`config.mk`:
```
export PLATFORM = sky130hd
export DESIGN_NAME = spi_flash_responder
export DESIGN_NICKNAME = d
export VERILOG_FILES = /design/src/rtl/spi_flash_responder.sv
export SDC_FILE = /design/constraint.sdc
export NUM_CORES = 1
export LEC_CHECK = 0
export BUFFER_PORTS_ARGS = -buffer_cell sky130_fd_sc_hd__buf_2
export CAP_MARGIN = 20
export CORE_ASPECT_RATIO = 0.5
export CORE_MARGIN = 8
export CORE_UTILIZATION = 40
export DETAILED_ROUTE_END_ITERATION = 12
export PLACE_DENSITY = 0.65
export SYNTH_ARGS = -nofsm -noshare
export SYNTH_HDL_FRONTEND = slang
export SYNTH_SLANG_ARGS = --single-unit
```
`constraint.sdc`:
```
create_clock -name wb_clk_i -period 2.4 [get_ports wb_clk_i]
set_input_delay 0.48 -clock wb_clk_i [delete_from_list [all_inputs] [get_ports wb_clk_i]]
set_output_delay 0.48 -clock wb_clk_i [all_outputs]
set_load 0.005 [all_outputs]
```
`src/rtl/spi_flash_responder.sv`:
```
// spi_flash_responder
//   Plays the SPI flash device role (mode 0, single-bit) toward a SoC flash
//   controller. It decodes READ (0x03), FAST READ (0x0B, 8 dummy clocks) and
//   JEDEC-ID (0x9F), and serves data bytes from a byte-wide memory read port.
//   The pad signals are oversampled on wb_clk_i through 2-FF synchronizers.
//
// Ports
//   wb_clk_i       system / oversampling clock
//   wb_rst_i       synchronous active-high reset
//   flash_csb      chip select, active-low (asynchronous)
//   flash_clk      SPI clock, mode 0 (asynchronous)
//   flash_io0      controller-to-flash data
//   flash_io1_do   flash-to-controller data
//   flash_io1_oeb  io1 output enable, active-low (1 = hi-Z)
//   mem_addr       memory byte address
//   mem_rd         one-cycle read strobe
//   mem_rdata      read data, valid one cycle after mem_rd
//   busy           synchronized csb inverted, registered
//   cmd_err        one-cycle pulse on an unsupported opcode
//
// ADDR_W must not exceed 24 (the address phase always carries 24 bits).
module spi_flash_responder #(
   parameter int          ADDR_W   = 24,
   parameter logic [23:0] JEDEC_ID = 24'hEF4016
) (
   input  logic              wb_clk_i,
   input  logic              wb_rst_i,
   input  logic              flash_csb,
   input  logic              flash_clk,
   input  logic              flash_io0,
   output logic              flash_io1_do,
   output logic              flash_io1_oeb,
   output logic [ADDR_W-1:0] mem_addr,
   output logic              mem_rd,
   input  logic [7:0]        mem_rdata,
   output logic              busy,
   output logic              cmd_err
);

   typedef enum logic [2:0] {
      ST_IDLE, ST_CMD, ST_ADDR, ST_DUMMY, ST_DATA, ST_ID, ST_IGNORE
   } state_t;

   // synchronizers; sck gets a third stage used only for edge detection
   logic csb_s1_q, csb_s2_q;
   logic sck_s1_q, sck_s2_q, sck_s3_q;
   logic io0_s1_q, io0_s2_q;

   state_t            state_q, state_d;
   logic [4:0]        cnt_q, cnt_d;
   logic [23:0]       sh_q, sh_d;
   logic              fast_q, fast_d;
   logic [7:0]        tx_q, tx_d;
   logic [7:0]        pref_q, pref_d;
   logic              rd_pend_q, rd_pend_d;
   logic [1:0]        id_idx_q, id_idx_d;
   logic              io1_q, io1_d;
   logic              oeb_q, oeb_d;
   logic [ADDR_W-1:0] mem_addr_q, mem_addr_d;
   logic              mem_rd_q, mem_rd_d;
   logic              busy_q, busy_d;
   logic              cmd_err_q, cmd_err_d;

   logic              csb_sync, sck_rise, sck_fall;
   logic [23:0]       shifted;
   logic [7:0]        id_byte;

   assign csb_sync = csb_s2_q;
   assign sck_rise = sck_s2_q & ~sck_s3_q;
   assign sck_fall = ~sck_s2_q & sck_s3_q;
   assign shifted  = {sh_q[22:0], io0_s2_q};

   always_comb begin
      case (id_idx_q)
         2'd0:    id_byte = JEDEC_ID[23:16];
         2'd1:    id_byte = JEDEC_ID[15:8];
         default: id_byte = JEDEC_ID[7:0];
      endcase
   end

   always_comb begin
      state_d    = state_q;
      cnt_d      = cnt_q;
      sh_d       = sh_q;
      fast_d     = fast_q;
      tx_d       = tx_q;
      id_idx_d   = id_idx_q;
      io1_d      = io1_q;
      oeb_d      = oeb_q;
      mem_addr_d = mem_addr_q;
      mem_rd_d   = 1'b0;
      cmd_err_d  = 1'b0;
      busy_d     = ~csb_sync;
      // memory answers one cycle after the strobe; capture it the cycle after
      rd_pend_d  = mem_rd_q;
      pref_d     = rd_pend_q ? mem_rdata : pref_q;

      case (state_q)
         ST_IDLE: begin
            if (!csb_sync) begin
               state_d = ST_CMD;
               cnt_d   = 5'd0;
            end
         end
         ST_CMD: begin
            if (sck_rise) begin
               sh_d  = shifted;
               cnt_d = cnt_q + 5'd1;
               if (cnt_q == 5'd7) begin
                  cnt_d = 5'd0;
                  case (shifted[7:0])
                     8'h03: begin state_d = ST_ADDR; fast_d = 1'b0; end
                     8'h0B: begin state_d = ST_ADDR; fast_d = 1'b1; end
                     8'h9F: begin state_d = ST_ID; id_idx_d = 2'd0; end
                     default: begin
                        state_d   = ST_IGNORE;
                        cmd_err_d = 1'b1;
                     end
                  endcase
               end
            end
         end
         ST_ADDR: begin
            if (sck_rise) begin
               sh_d  = shifted;
               cnt_d = cnt_q + 5'd1;
               if (cnt_q == 5'd23) begin
                  cnt_d      = 5'd0;
                  mem_addr_d = shifted[ADDR_W-1:0];
                  if (fast_q) begin
                     state_d = ST_DUMMY;
                  end else begin
                     state_d  = ST_DATA;
                     mem_rd_d = 1'b1;
                  end
               end
            end
         end
         ST_DUMMY: begin
            if (sck_rise) begin
               cnt_d = cnt_q + 5'd1;
               if (cnt_q == 5'd7) begin
                  cnt_d    = 5'd0;
                  state_d  = ST_DATA;
                  mem_rd_d = 1'b1;
               end
            end
         end
         ST_DATA, ST_ID: begin
            if (sck_fall) begin
               // low 3 bits count falls within a byte; 0 marks a byte boundary
               cnt_d = {2'b00, cnt_q[2:0] + 3'd1};
               if (cnt_q[2:0] == 3'd0) begin
                  oeb_d = 1'b0;
                  if (state_q == ST_DATA) begin
                     tx_d       = pref_q;
                     io1_d      = pref_q[7];
                     mem_addr_d = mem_addr_q + {{(ADDR_W-1){1'b0}}, 1'b1};
                     mem_rd_d   = 1'b1;
                  end else begin
                     tx_d     = id_byte;
                     io1_d    = id_byte[7];
                     id_idx_d = (id_idx_q == 2'd2) ? 2'd0 : id_idx_q + 2'd1;
                  end
               end else begin
                  tx_d  = {tx_q[6:0], 1'b0};
                  io1_d = tx_q[6];
               end
            end
         end
         default: ; // ST_IGNORE: wait for csb high
      endcase

      // deselect overrides everything, including a same-cycle SCK edge
      if (csb_sync) begin
         state_d  = ST_IDLE;
         oeb_d    = 1'b1;
         cnt_d    = 5'd0;
         mem_rd_d = 1'b0;
      end
   end

   always_ff @(posedge wb_clk_i) begin
      if (wb_rst_i) begin
         csb_s1_q   <= 1'b1;
         csb_s2_q   <= 1'b1;
         sck_s1_q   <= 1'b0;
         sck_s2_q   <= 1'b0;
         sck_s3_q   <= 1'b0;
         io0_s1_q   <= 1'b0;
         io0_s2_q   <= 1'b0;
         state_q    <= ST_IDLE;
         cnt_q      <= 5'd0;
         sh_q       <= 24'd0;
         fast_q     <= 1'b0;
         tx_q       <= 8'd0;
         pref_q     <= 8'd0;
         rd_pend_q  <= 1'b0;
         id_idx_q   <= 2'd0;
         io1_q      <= 1'b0;
         oeb_q      <= 1'b1;
         mem_addr_q <= '0;
         mem_rd_q   <= 1'b0;
         busy_q     <= 1'b0;
         cmd_err_q  <= 1'b0;
      end else begin
         csb_s1_q   <= flash_csb;
         csb_s2_q   <= csb_s1_q;
         sck_s1_q   <= flash_clk;
         sck_s2_q   <= sck_s1_q;
         sck_s3_q   <= sck_s2_q;
         io0_s1_q   <= flash_io0;
         io0_s2_q   <= io0_s1_q;
         state_q    <= state_d;
         cnt_q      <= cnt_d;
         sh_q       <= sh_d;
         fast_q     <= fast_d;
         tx_q       <= tx_d;
         pref_q     <= pref_d;
         rd_pend_q  <= rd_pend_d;
         id_idx_q   <= id_idx_d;
         io1_q      <= io1_d;
         oeb_q      <= oeb_d;
         mem_addr_q <= mem_addr_d;
         mem_rd_q   <= mem_rd_d;
         busy_q     <= busy_d;
         cmd_err_q  <= cmd_err_d;
      end
   end

   assign flash_io1_do  = io1_q;
   assign flash_io1_oeb = oeb_q;
   assign mem_addr      = mem_addr_q;
   assign mem_rd        = mem_rd_q;
   assign busy          = busy_q;
   assign cmd_err       = cmd_err_q;

endmodule
```
After elaboration in Yosys (flattened, before gate mapping)
Index checks and enable logic that the tools add are counted.
{"block": "word_totals", "elab_cells": 125, "out_inout_bits": 29, "regBits": 86, "inputBits": 13}
{"block": "op_classes", "reduce_logical": 23, "mux": 45, "n_eq_ne": 24, "n_addsub": 4, "n_bitwise": 8}
{"op": "$mux 24", "n": 5}
{"op": "$pmux 24 s2", "n": 1}
{"op": "$mux 5", "n": 5}
{"op": "$add 24x1->24 const B", "n": 1}
{"op": "$ne 2x2->1 const B", "n": 11}
{"op": "$mux 3", "n": 7}
{"op": "$pmux 5 s4", "n": 1}
{"op": "$pmux 8 s2", "n": 1}
{"op": "$mux 2", "n": 7}
{"op": "$mux 7", "n": 2}
{"op": "$reduce_and 7->1", "n": 2}
{"op": "$pmux 3 s4", "n": 1}
{"op": "$mux 1", "n": 11}
{"op": "$reduce_or 2->1", "n": 5}
{"op": "$eq 8x2->1 const B", "n": 1}
{"op": "$eq 8x4->1 const B", "n": 1}
{"op": "$eq 8x8->1 const B", "n": 1}
{"op": "$reduce_and 4->1", "n": 2}
{"op": "$reduce_bool 4->1", "n": 2}
{"op": "$eq 3x2->1 const B", "n": 2}
{"op": "$eq 3x3->1 const B", "n": 2}
{"op": "$logic_not 3->1", "n": 2}
{"op": "$not 1->1", "n": 6}
{"op": "$pmux 3 s2", "n": 1}
{"op": "20 further kinds", "n": 24}

Logic depth before layout (Yosys ltp)
Gate-level depths: netlist of run 1.
{"block": "logic_depth", "word_depth": 6, "mapped_depth": 9, "mapped_depth_nobuf": 7}

Worst setup path before layout of run 1
No wires, ideal clock.
{"block": "synth_path", "path_kind": "register to register", "startpoint": "register mem_addr_q[0] (netlist: mem_addr[0])", "endpoint": "register mem_addr_q[20] (netlist: mem_addr[20])", "stages_incl_launch_ff": 7, "setup_slack_ps": 410, "n_path_buf": 0, "arrival_ps": 1854, "t_required_ps": 2265, "setup_ps": 135, "cell_sequence": "dfxtp_1 ha_1 nand3_1 nor4_2 or3b_2 o21ai_0 a22oi_1"}
{"block": "synth_via", "elab_chain_len": 5}
{"item": "start, declared", "line_no": "59", "text": "logic [ADDR_W-1:0] mem_addr_q, mem_addr_d;"}
{"item": "start signal, assigned", "line_no": "224", "text": "mem_addr_q <= mem_addr_d;"}
{"item": "$add 24x1->24", "line_no": "158", "text": "mem_addr_d = mem_addr_q + {{(ADDR_W-1){1'b0}}, 1'b1};"}
{"item": "$mux 24", "line_no": "155", "text": "if (state_q == ST_DATA) begin"}
{"item": "$mux 24", "line_no": "153", "text": "if (cnt_q[2:0] == 3'd0) begin"}
{"item": "$mux 24", "line_no": "150", "text": "if (sck_fall) begin"}
{"item": "$pmux 24 s2", "line_no": "98", "text": "case (state_q)"}
Every way passes these cells. The select of a mux whose other input is x is not followed.
A chain may end at the register's enable or synchronous reset.

Final worst setup path of run 1
{"block": "layout_path", "startpoint": "register cnt_q[0]", "endpoint": "register mem_addr_q[20] (netlist: mem_addr[20])"}
{"block": "layout_via", "elab_chain_len": 3}
{"item": "start, declared", "line_no": "50", "text": "logic [4:0] cnt_q, cnt_d;"}
{"item": "start signal, assigned", "line_no": "215", "text": "cnt_q <= cnt_d;"}
{"item": "$eq 5x5->1 / $logic_not 3->1 (equally long branches)", "line_no": "127, 153"}
{"item": "$ne 2x2->1 (no line)"}
{"item": "$reduce_and 6->1 (no line) (*)"}
Every way passes the cells marked *; elsewhere a longest branch is shown, timed or not.

==> impl_metrics.env, run 1 <==
export IMPL_layout_drive_gt1_share_pct=18.4
export IMPL_viasPerCell=5.46
export IMPL_cts_sinks=86
export IMPL_htreeDepth=3
export IMPL_clk_pin_slew_ns=0.06
export IMPL_register_area_sq_mm=0.00172
export IMPL_synthArstFlopShare_pct=0
export IMPL_fin_skew_ns=0.00738
export IMPL_yosys_top_cells_count="dfxtp_1, nor2_1, a21oi_1, mux2i_1, o21ai_0"
export IMPL_wl_mm=10.0
export IMPL_cts_buffer_depth=2
export IMPL_status="finished, final reports clean"
export IMPL_core_sq_mm=0.0101
export IMPL_hold_buffers=0
export IMPL_hold_path_class="input port to flop"
export IMPL_final_setup_viol_count=0
export IMPL_globalRouteTotalUtil_pct=14.9
export IMPL_start_util_pct=40.6
export IMPL_ys_flop_type="dfxtp_1"
export IMPL_ys_ff_latch=86
export IMPL_netlist_instances=480
export IMPL_crit_fanout=7
export IMPL_design_area_sq_mm=0.00485
export IMPL_rows=26
export IMPL_start_kind="flop"
export IMPL_gr_total_overflow=0
export IMPL_drc_errors=0
export IMPL_antenna_found_initial=0
export IMPL_root_buffer="clkbuf_16"
export IMPL_cts_buffers=9
export IMPL_syn_num_nets=496
export IMPL_hpwl_mm=7.11
export IMPL_synth_edff_count=0
export IMPL_worst_ir_drop_vdd_uv=442
export IMPL_routabilityCongestion=0.866
export IMPL_dieArea_sq_mm=0.0139
export IMPL_tightest_slew_ns=0.652
export IMPL_dr_first_iter_drc_count=282
export IMPL_route_vias_total=3634
export IMPL_min_period_ns=2.20
export IMPL_worstSetupEndpointType="flop"
export IMPL_die_y_um=87.4
export IMPL_first_pass_iters=6
export IMPL_p_per_area_mw_per_mm2=627
export IMPL_fmax_mhz=454
export IMPL_grt_use_met2_pct=24.5
export IMPL_leakage_nw=1.91
export IMPL_cp_arrival_ns=2.46
export IMPL_antenna_cells=0
export IMPL_rsz0062_at_grt="false"
export IMPL_met3_usage_pct=4.91
export IMPL_grt_first_pass_wirelength_mm=17.1
export IMPL_multiInputGateArea_sq_mm=0.00220
export IMPL_cts_resized=0
export IMPL_slew_headroom_pct=56.5
export IMPL_synth_top_area_cell="dfxtp_1"
export IMPL_post_cts_setup_buffer_count=0
export IMPL_fin_crit_sh_pct=91.8
export IMPL_drv_slew=0
export IMPL_post_dp_cell_area_sq_mm=0.00451
export IMPL_layout_nets=537
export IMPL_synth_distinct_cells=58
export IMPL_num_io_pins=42
export IMPL_die_x_um=159
export IMPL_synth_top_area_share_pct=42.2
export IMPL_syn_to_final_growth_pct=18.8
export IMPL_worst_slack_ns=0.198
export IMPL_maxCapViolations=0
export IMPL_io_buffers=41
export IMPL_insertion_delay_ns=0.35
export IMPL_top_usage_layer="met2"
export IMPL_postSynthAreaPerCell_sq_um=8.50
export IMPL_grt_start_max_net_pins=37
export IMPL_netlist_area_sq_mm=0.00408
export IMPL_yosysMostFrequentCell="dfxtp_1"
export IMPL_postRouteAntennaNets=0
export IMPL_synthTopCellsByArea="dfxtp_1, mux2i_1, nor2_1"
export IMPL_wl_per_cell_um=15.1
export IMPL_finalHoldViolCount=0
export IMPL_setup_tns_final_ns=0
export IMPL_grt_pass1_vias=3489
export IMPL_fillers=1004
export IMPL_ys_warnings_count=0
export IMPL_crit_type="flop to flop"
export IMPL_final_util_pct=48.2
export IMPL_tritoncts="yes"
export IMPL_seq_area_frac_synth_pct=42.2
export IMPL_place_ws_ns=0.247
export IMPL_grt_use_met1_pct=18.3
export IMPL_required_ns=2.66
==> layer usage <==
metal | vias to the layer above | part of all wire (%)
met5 | - | 0
met4 | 0 | 1.2
met3 | 9 | 5.9
met2 | 68 | 45
met1 | 1721 | 48
li1 | 1836 | -
==> where the power goes <==
| group | switching, mW | leakage (nW) | internal (mW) |
|---|---|---|---|
| combinational | 0.0365 | 1.06 | 0.0211 |
| sequential | 0.00549 | 0.694 | 1.43 |
| clock | 0.573 | 0.162 | 0.968 |
==> cell usage in the layout (no fill, tap or decap), types with 9 or more instances in the layout <==
master / netlist / final
nor2_1: 60 / 60
inv_1: 10 / 10
a21oi_1: 43 / 43
dfxtp_1: 86 / 86
nand3_1: 13 / 13
nand2_1: 30 / 30
buf_4: 2 / 18
nor2b_1: 11 / 10
buf_2: 5 / 41
clkbuf_16: 0 / 9
a211oi_1: 15 / 15
nand4_1: 10 / 10
mux2i_1: 35 / 35
o21ai_0: 35 / 35
==> sequential cells by signal, indices dropped and copies added, names as in the netlist, 2 cells and up <==
name	cells
state_q	3
mem_addr	24
sh_q	23
cnt_q	5
id_idx_q	2
pref_q	8
tx_q	7
==> stage by stage <==
step	instances	total power, mW	hold WS, ns
6_report	666	3.04	0.332
5_1_grt	666	3.13	0.322
4_1_cts	666	3.07	0.322
3_5_place_dp	650	1.53	0.398
3_3_place_gp	650	1.53	0.392
2_1_floorplan	480	1.50	0.389
==> cell families (layout without fill, tap and decap cells) <==
kind of cell | count (synthesis) | in the layout | share of synthesized area [%]
and+or+nand+nor | 178 | 178 | 23.0
AOI/OAI and AO/OA | 136 | 136 | 21.0
DFF | 86 | 86 | 42.2
buffers and inverters | 41 | 87 | 4.11
muxes | 35 | 35 | 8.59
adders and majority gates | 3 | 3 | 0.920
xor gates and xnor gates | 1 | 1 | 0.215
==> cell type report <==
cell class              instances  area share, %
flip-flops and latches         86           35.5
clock buffers                  11           5.22
multi-input cells             353           45.3
inverters                      10          0.775
repair buffers                 61           7.85
well taps                     140           3.61
clock inverters                 5           1.68
==> worst paths after layout <==
kind              startpoint            to  slack, ns  cells after the start
setup / recovery    cnt_q[0]  mem_addr[20]       0.20                      6
hold / removal     flash_csb      csb_s1_q       0.33                      2
setup reg to reg    cnt_q[0]  mem_addr[20]       0.20                      6
hold reg to reg     csb_s1_q      csb_s2_q       0.41                      1
==> worst max-delay path, cell delays in order, from the launching register on <==
cell and delay (ns):
dfxtp_1 0.40, ha_1 0.25, and3b_1 0.24, nand4_1 0.31
a21o_1 0.34, or3_1 0.38, a22oi_1 0.20
(Power assumes the default switching activity.)
==> run 2: changes to the inputs <==
- ABC_AREA: default -> 1
- CTS_CLUSTER_SIZE: default -> 40
==> run 2 against run 1 <==
  * Critical path type unchanged
  * Cell count increased by 24%
  * Power decreased by 1.4%
  * First-iteration DRC count decreased by 4.3%
  * Sequential share of layout area decreased by 0.23 points
  * Largest cell class unchanged
==> impl_metrics.env, run 2 <==
export IMPL_status="finished, final reports clean"
export IMPL_synth_top_area_cell="dfxtp_1"
export IMPL_insertion_delay_ns=0.34
export IMPL_synthTopCellsByArea="dfxtp_1, nand2_1, nor2_1"
export IMPL_slew_headroom_pct=69.4
export IMPL_r2r_start="state_q[2]"
export IMPL_seq_area_frac_synth_pct=40.5
export IMPL_wl_mm=10.6
export IMPL_p_per_area_mw_per_mm2=614
export IMPL_synth_distinct_cells=31
export IMPL_maxCapViolations=0
export IMPL_setup_tns_final_ns=0
export IMPL_ys_ff_latch=86
export IMPL_r2r_slack_ns=0.38
export IMPL_dieArea_sq_mm=0.0144
export IMPL_hpwl_mm=7.49
export IMPL_finalHoldViolCount=0
export IMPL_rsz0062_at_grt="false"
export IMPL_cts_resized=0
export IMPL_routabilityCongestion=0.862
export IMPL_clk_pin_slew_ns=0.06
export IMPL_fin_skew_ns=0.00579
export IMPL_hold_path_class="input port to flop"
export IMPL_power_total_mw=2.99
export IMPL_start_kind="flop"
export IMPL_viasPerCell=4.94
export IMPL_htreeDepth=3
export IMPL_synthArstFlopShare_pct=0
export IMPL_start_util_pct=41.4
export IMPL_gr_total_overflow=0
export IMPL_top_layer="met4"
export IMPL_worst_ir_drop_vdd_uv=322
export IMPL_root_buffer="clkbuf_16"
export IMPL_grt_start_max_net_pins=41
export IMPL_rows=26
export IMPL_antenna_found_initial=0
export IMPL_io_buffers=41
export IMPL_worstHoldStart="flash_csb"
export IMPL_layout_nets=698
export IMPL_syn_to_final_growth_pct=14.6
export IMPL_timing_rr_end="mem_addr[6]"
export IMPL_route_vias_total=4082
export IMPL_hold_buffers=0
export IMPL_wl_met3_um=593
export IMPL_drv_slew=0
export IMPL_yosysMostFrequentCell="nand2_1"
export IMPL_cts_sinks=86
export IMPL_crit_type="flop to flop"
export IMPL_die_y_um=88.9
export IMPL_netlist_area_sq_mm=0.00425
export IMPL_num_io_pins=42
export IMPL_first_pass_iters=4
export IMPL_globalRouteTotalUtil_pct=14.9
export IMPL_required_ns=2.63
export IMPL_postRouteAntennaNets=0
export IMPL_cp_startpoint="state_q[2]"
export IMPL_final_setup_viol_count=0
export IMPL_min_period_ns=2.02
export IMPL_fmax_mhz=494
export IMPL_syn_num_nets=664
export IMPL_cts_buffer_depth=2
export IMPL_crit_end="mem_addr[6]"
export IMPL_die_x_um=162
export IMPL_cts_buffers=9
export IMPL_grt_pass1_vias=3713
export IMPL_post_cts_setup_buffer_count=0
export IMPL_multiInputGateArea_sq_mm=0.00215
export IMPL_ys_flop_type="dfxtp_1"
export IMPL_fin_crit_sh_pct=84.3
export IMPL_leakage_nw=1.82
export IMPL_mostFrequentLayoutCells="nand2_1, nor2_1, dfxtp_1, o21ai_0"
export IMPL_routed_wl_met2_mm=4.52
export IMPL_crit_fanout=40
export IMPL_antenna_cells=0
export IMPL_worstSetupEndpointType="flop"
export IMPL_largest_register_ff_count=24
export IMPL_dr_first_iter_drc_count=270
export IMPL_synth_edff_count=0
export IMPL_ys_warnings_count=0
export IMPL_tightest_slew_ns=0.459
export IMPL_drt_met1_wl_mm=5.39
export IMPL_layout_drive_gt1_share_pct=11.8
export IMPL_rr_worst_depth=7
export IMPL_yosys_top_cells_count="nand2_1, nor2_1, dfxtp_1, o21ai_0"
export IMPL_netlist_instances=648
export IMPL_grt_first_pass_wirelength_mm=17.7
export IMPL_cp_arrival_ns=2.25
export IMPL_register_area_sq_mm=0.00172
export IMPL_synth_top_area_share_pct=40.5
export IMPL_core_sq_mm=0.0103
export IMPL_final_util_pct=47.4
export IMPL_postSynthAreaPerCell_sq_um=6.56
export IMPL_wl_per_cell_um=12.9
export IMPL_tritoncts="yes"
export IMPL_mostFrequentLayoutCell="nand2_1"
export IMPL_fillers=1077
export IMPL_drc_errors=0
export IMPL_whs_ns=0.332
==> run 2: changes by cell type after synthesis, moves of 14 or more <==
cell,delta
a211oi_1,-14
nand2_1,+109
nand3_1,+29
mux2i_1,-34
o21ai_0,+31
inv_1,+50
clkbuf_1,-14
nor2_1,+57
a21oi_1,+17
==> run 2: cell type report <==
| cell class | count | share of cell area, % |
|---|---|---|
| Multi-Input combinational cell | 472 | 44.1 |
| Sequential cell | 86 | 35.3 |
| Clock buffer | 12 | 5.46 |
| Timing Repair Buffer | 46 | 5.23 |
| Inverter | 67 | 5.21 |
| Tap cell | 140 | 3.59 |
| Clock inverter | 4 | 1.10 |
==> run 2: worst max-delay path, stage by stage (launching register included) <==
cell and delay [ns]:
dfxtp_1 0.59, inv_1 0.21, nor2_4 0.20, buf_4 0.40, nand3_1 0.17, o21ai_0 0.13, a21oi_1 0.10, o21a_1 0.11
==> run 2: worst min path at each step <==
| stage | endpoint | slack, ns | cells past startpoint |
|---|---|---|---|
| floorplan | io0_s2_q | 0.39 | 2 |
| global placement | csb_s2_q | 0.39 | 1 |
| detailed placement | sck_s2_q | 0.40 | 2 |
| CTS | csb_s1_q | 0.33 | 2 |
| global route | csb_s1_q | 0.33 | 2 |
| finish | csb_s1_q | 0.33 | 2 |
==> run 2: power by group <==
part           total [mW]  switching, mW  internal [mW]
sequential           1.44        0.00748           1.44
clock                1.46          0.570          0.893
combinational      0.0870         0.0554         0.0317
==> run 2: per-stage QoR <==
step                setup WS (ns)  cell area, sq um  std cells
CTS                         0.392              4880        827
detailed placement          0.458              4560        811
global route                0.191              4880        827
global placement            0.489              4560        811
finish                      0.376              4880        827
floorplan                   0.879              4250        648
==> run 2: cell families (layout without fill, tap and decap cells) <==
group	Yosys count	after routing	share of synthesized area, %
AO/OA/AOI/OAI	145	145	17.5
flip-flops	86	86	40.5
multiplexers	1	1	0.235
AND/OR/NAND/NOR	319	319	31.1
buffers and inverters	90	129	8.97
XOR/XNOR	4	4	0.824
adder cells (fa/ha/maj)	3	3	0.882
==> run 2: routing by layer <==
metal	vias up	GRT usage, %
met5	-	0
met4	0	4.59
met3	13	4.09
met2	85	23.9
met1	1819	19.5
li1	2165	-
==> run 3: changes to the inputs <==
- ABC_AREA: 1 -> 0
- PLACE_DENSITY: 0.65 -> 0.67
- clock period: 2.4 -> 1.7 ns (I/O delays scaled with it)
==> run 3 against run 2 <==
  * Count of clock-buffer cells in the layout is 1 lower
  * Clock power is 31% higher
  * The run now ends with setup timing left
  * Worst hold slack worse by 0.15 ns
  * Critical path depth is 3 higher
==> impl_metrics.env, run 3 (same netlist as run 1, synthesis figures left out) <==
export IMPL_status="finished, violations left"
export IMPL_violations="setup timing"
export IMPL_final_util_pct=58.0
export IMPL_final_setup_viol_count=17
export IMPL_worst_ir_drop_vdd_uv=364
export IMPL_drc_errors=0
export IMPL_first_pass_iters=5
export IMPL_die_x_um=159
export IMPL_finalHoldViolCount=0
export IMPL_largest_register_ff_count=24
export IMPL_hpwl_mm=7.97
export IMPL_htreeDepth=3
export IMPL_num_io_pins=42
export IMPL_syn_to_final_growth_pct=42.8
export IMPL_worstSetupEndpointType="flop"
export IMPL_grt_first_pass_wirelength_mm=18.9
export IMPL_core_sq_mm=0.0101
export IMPL_wl_per_cell_um=16.0
export IMPL_slew_headroom_pct=69.4
export IMPL_crit_fanout=4
export IMPL_postRouteAntennaNets=0
export IMPL_cts_sinks=86
export IMPL_routabilityCongestion=0.847
export IMPL_layout_nets=618
export IMPL_power_total_mw=4.04
export IMPL_leakage_nw=2.42
export IMPL_root_buffer="clkbuf_16"
export IMPL_maxCapViolations=0
export IMPL_die_y_um=87.4
export IMPL_layout_drive_gt1_share_pct=38.9
export IMPL_required_ns=1.97
export IMPL_min_period_ns=1.77
export IMPL_wl_mm=11.9
export IMPL_crit_type="flop to flop"
export IMPL_start_util_pct=40.6
export IMPL_mostFrequentLayoutCells="buf_4, dfxtp_1, nor2_1, buf_2, mux2i_1"
export IMPL_fmax_mhz=565
export IMPL_cp_arrival_ns=2.04
export IMPL_viasPerCell=5.51
export IMPL_antenna_found_initial=0
export IMPL_antenna_cells=0
export IMPL_io_buffers=41
export IMPL_dieArea_sq_mm=0.0139
export IMPL_mostFrequentLayoutCell="buf_4"
export IMPL_dp_cells=712
export IMPL_grt_start_max_net_pins=32
export IMPL_gr_total_overflow=0
export IMPL_drv_slew=0
export IMPL_rsz0062_at_grt="true"
export IMPL_tightest_slew_ns=0.456
export IMPL_fin_crit_sh_pct=104
export IMPL_grt_pass1_vias=3818
export IMPL_rows=26
export IMPL_route_vias_total=4099
export IMPL_p_per_area_mw_per_mm2=694
export IMPL_stdcell_count=744
export IMPL_tritoncts="yes"
export IMPL_hold_buffers=0
export IMPL_dr_first_iter_drc_count=317
export IMPL_start_kind="flop"
export IMPL_hold_path_class="input port to flop"
export IMPL_clk_pin_slew_ns=0.06
export IMPL_insertion_delay_ns=0.34
export IMPL_cts_buffers=9
export IMPL_cts_buffer_depth=2
export IMPL_worst_slack_ns=-0.0704
export IMPL_fin_skew_ns=0.00734
export IMPL_globalRouteTotalUtil_pct=16.6
[run 3: area by class of cell]
| type | count | area, sq um |
|---|---|---|
| well taps | 140 | 175 |
| inverters | 10 | 37.5 |
| repair buffers | 142 | 1100 |
| fillers | 871 | 4230 |
| flip-flops and latches | 86 | 1760 |
| clock inverters | 2 | 35.0 |
| clock buffers | 11 | 243 |
| multi-input cells | 353 | 2480 |
[run 3: where the power goes]
| part | leakage (nW) | internal, mW | total (mW) | switching [mW] |
|---|---|---|---|---|
| Sequential | 0.705 | 2.02 | 2.02 | 0.00416 |
| Combinational | 1.58 | 0.0455 | 0.111 | 0.0656 |
| Clock | 0.137 | 1.15 | 1.91 | 0.758 |
| Total | 2.42 | 3.21 | 4.04 | 0.828 |
[run 3: critical path, stage by stage, from the launching register on]
cell     delay, ns
dfxtp_4       0.37
ha_4          0.13
and3b_1       0.18
nand4_1       0.15
buf_4         0.19
a21oi_4       0.18
buf_4         0.15
buf_12        0.10
buf_4         0.09
nand2_1       0.04
a21oi_1       0.11
[run 3: path summary, 6_finish.rpt]
| path | startpoint | cells after the start | slack, ns | to |
|---|---|---|---|---|
| worst max register to register | cnt_q[1] | 10 | -0.07 | mem_addr[12] |
| worst max-delay path | cnt_q[1] | 10 | -0.07 | mem_addr[12] |
| worst min-delay path | flash_csb | 2 | 0.18 | csb_s1_q |
| worst min register to register | csb_s1_q | 1 | 0.42 | csb_s2_q |
[run 3: what timing repair did]
| action | CTS | global route |
|---|---|---|
| gates cloned | 1 | 1 |
| pin swaps | 8 | 22 |
| resized for setup | 22 | 70 |
| setup buffers | 6 | 12 |
| setup endpoints to repair | 19 | 55 |
[run 3: through the flow]
stage	instance area (sq um)	setup TNS (ns)	hold WS, ns	worst slack, ns
3_3_place_gp	5040	-0.372	0.394	-0.0635
5_1_grt	5830	-2.49	0.189	-0.168
6_report	5830	-0.578	0.182	-0.0704
4_1_cts	5500	-1.33	0.175	-0.117
2_1_floorplan	4130	-1.21	0.389	-0.170
3_5_place_dp	5040	-1.14	0.408	-0.148
[run 3: layer usage]
layer / part of all wire [%] / GRT usage [%] / vias up
met1: 44 / 20.0 / 1954
met3: 6.1 / 4.48 / 21
met5: 0 / 0 / -
met4: 2.1 / 6.52 / 0
li1: - / - / 1999
met2: 48 / 27.9 / 125
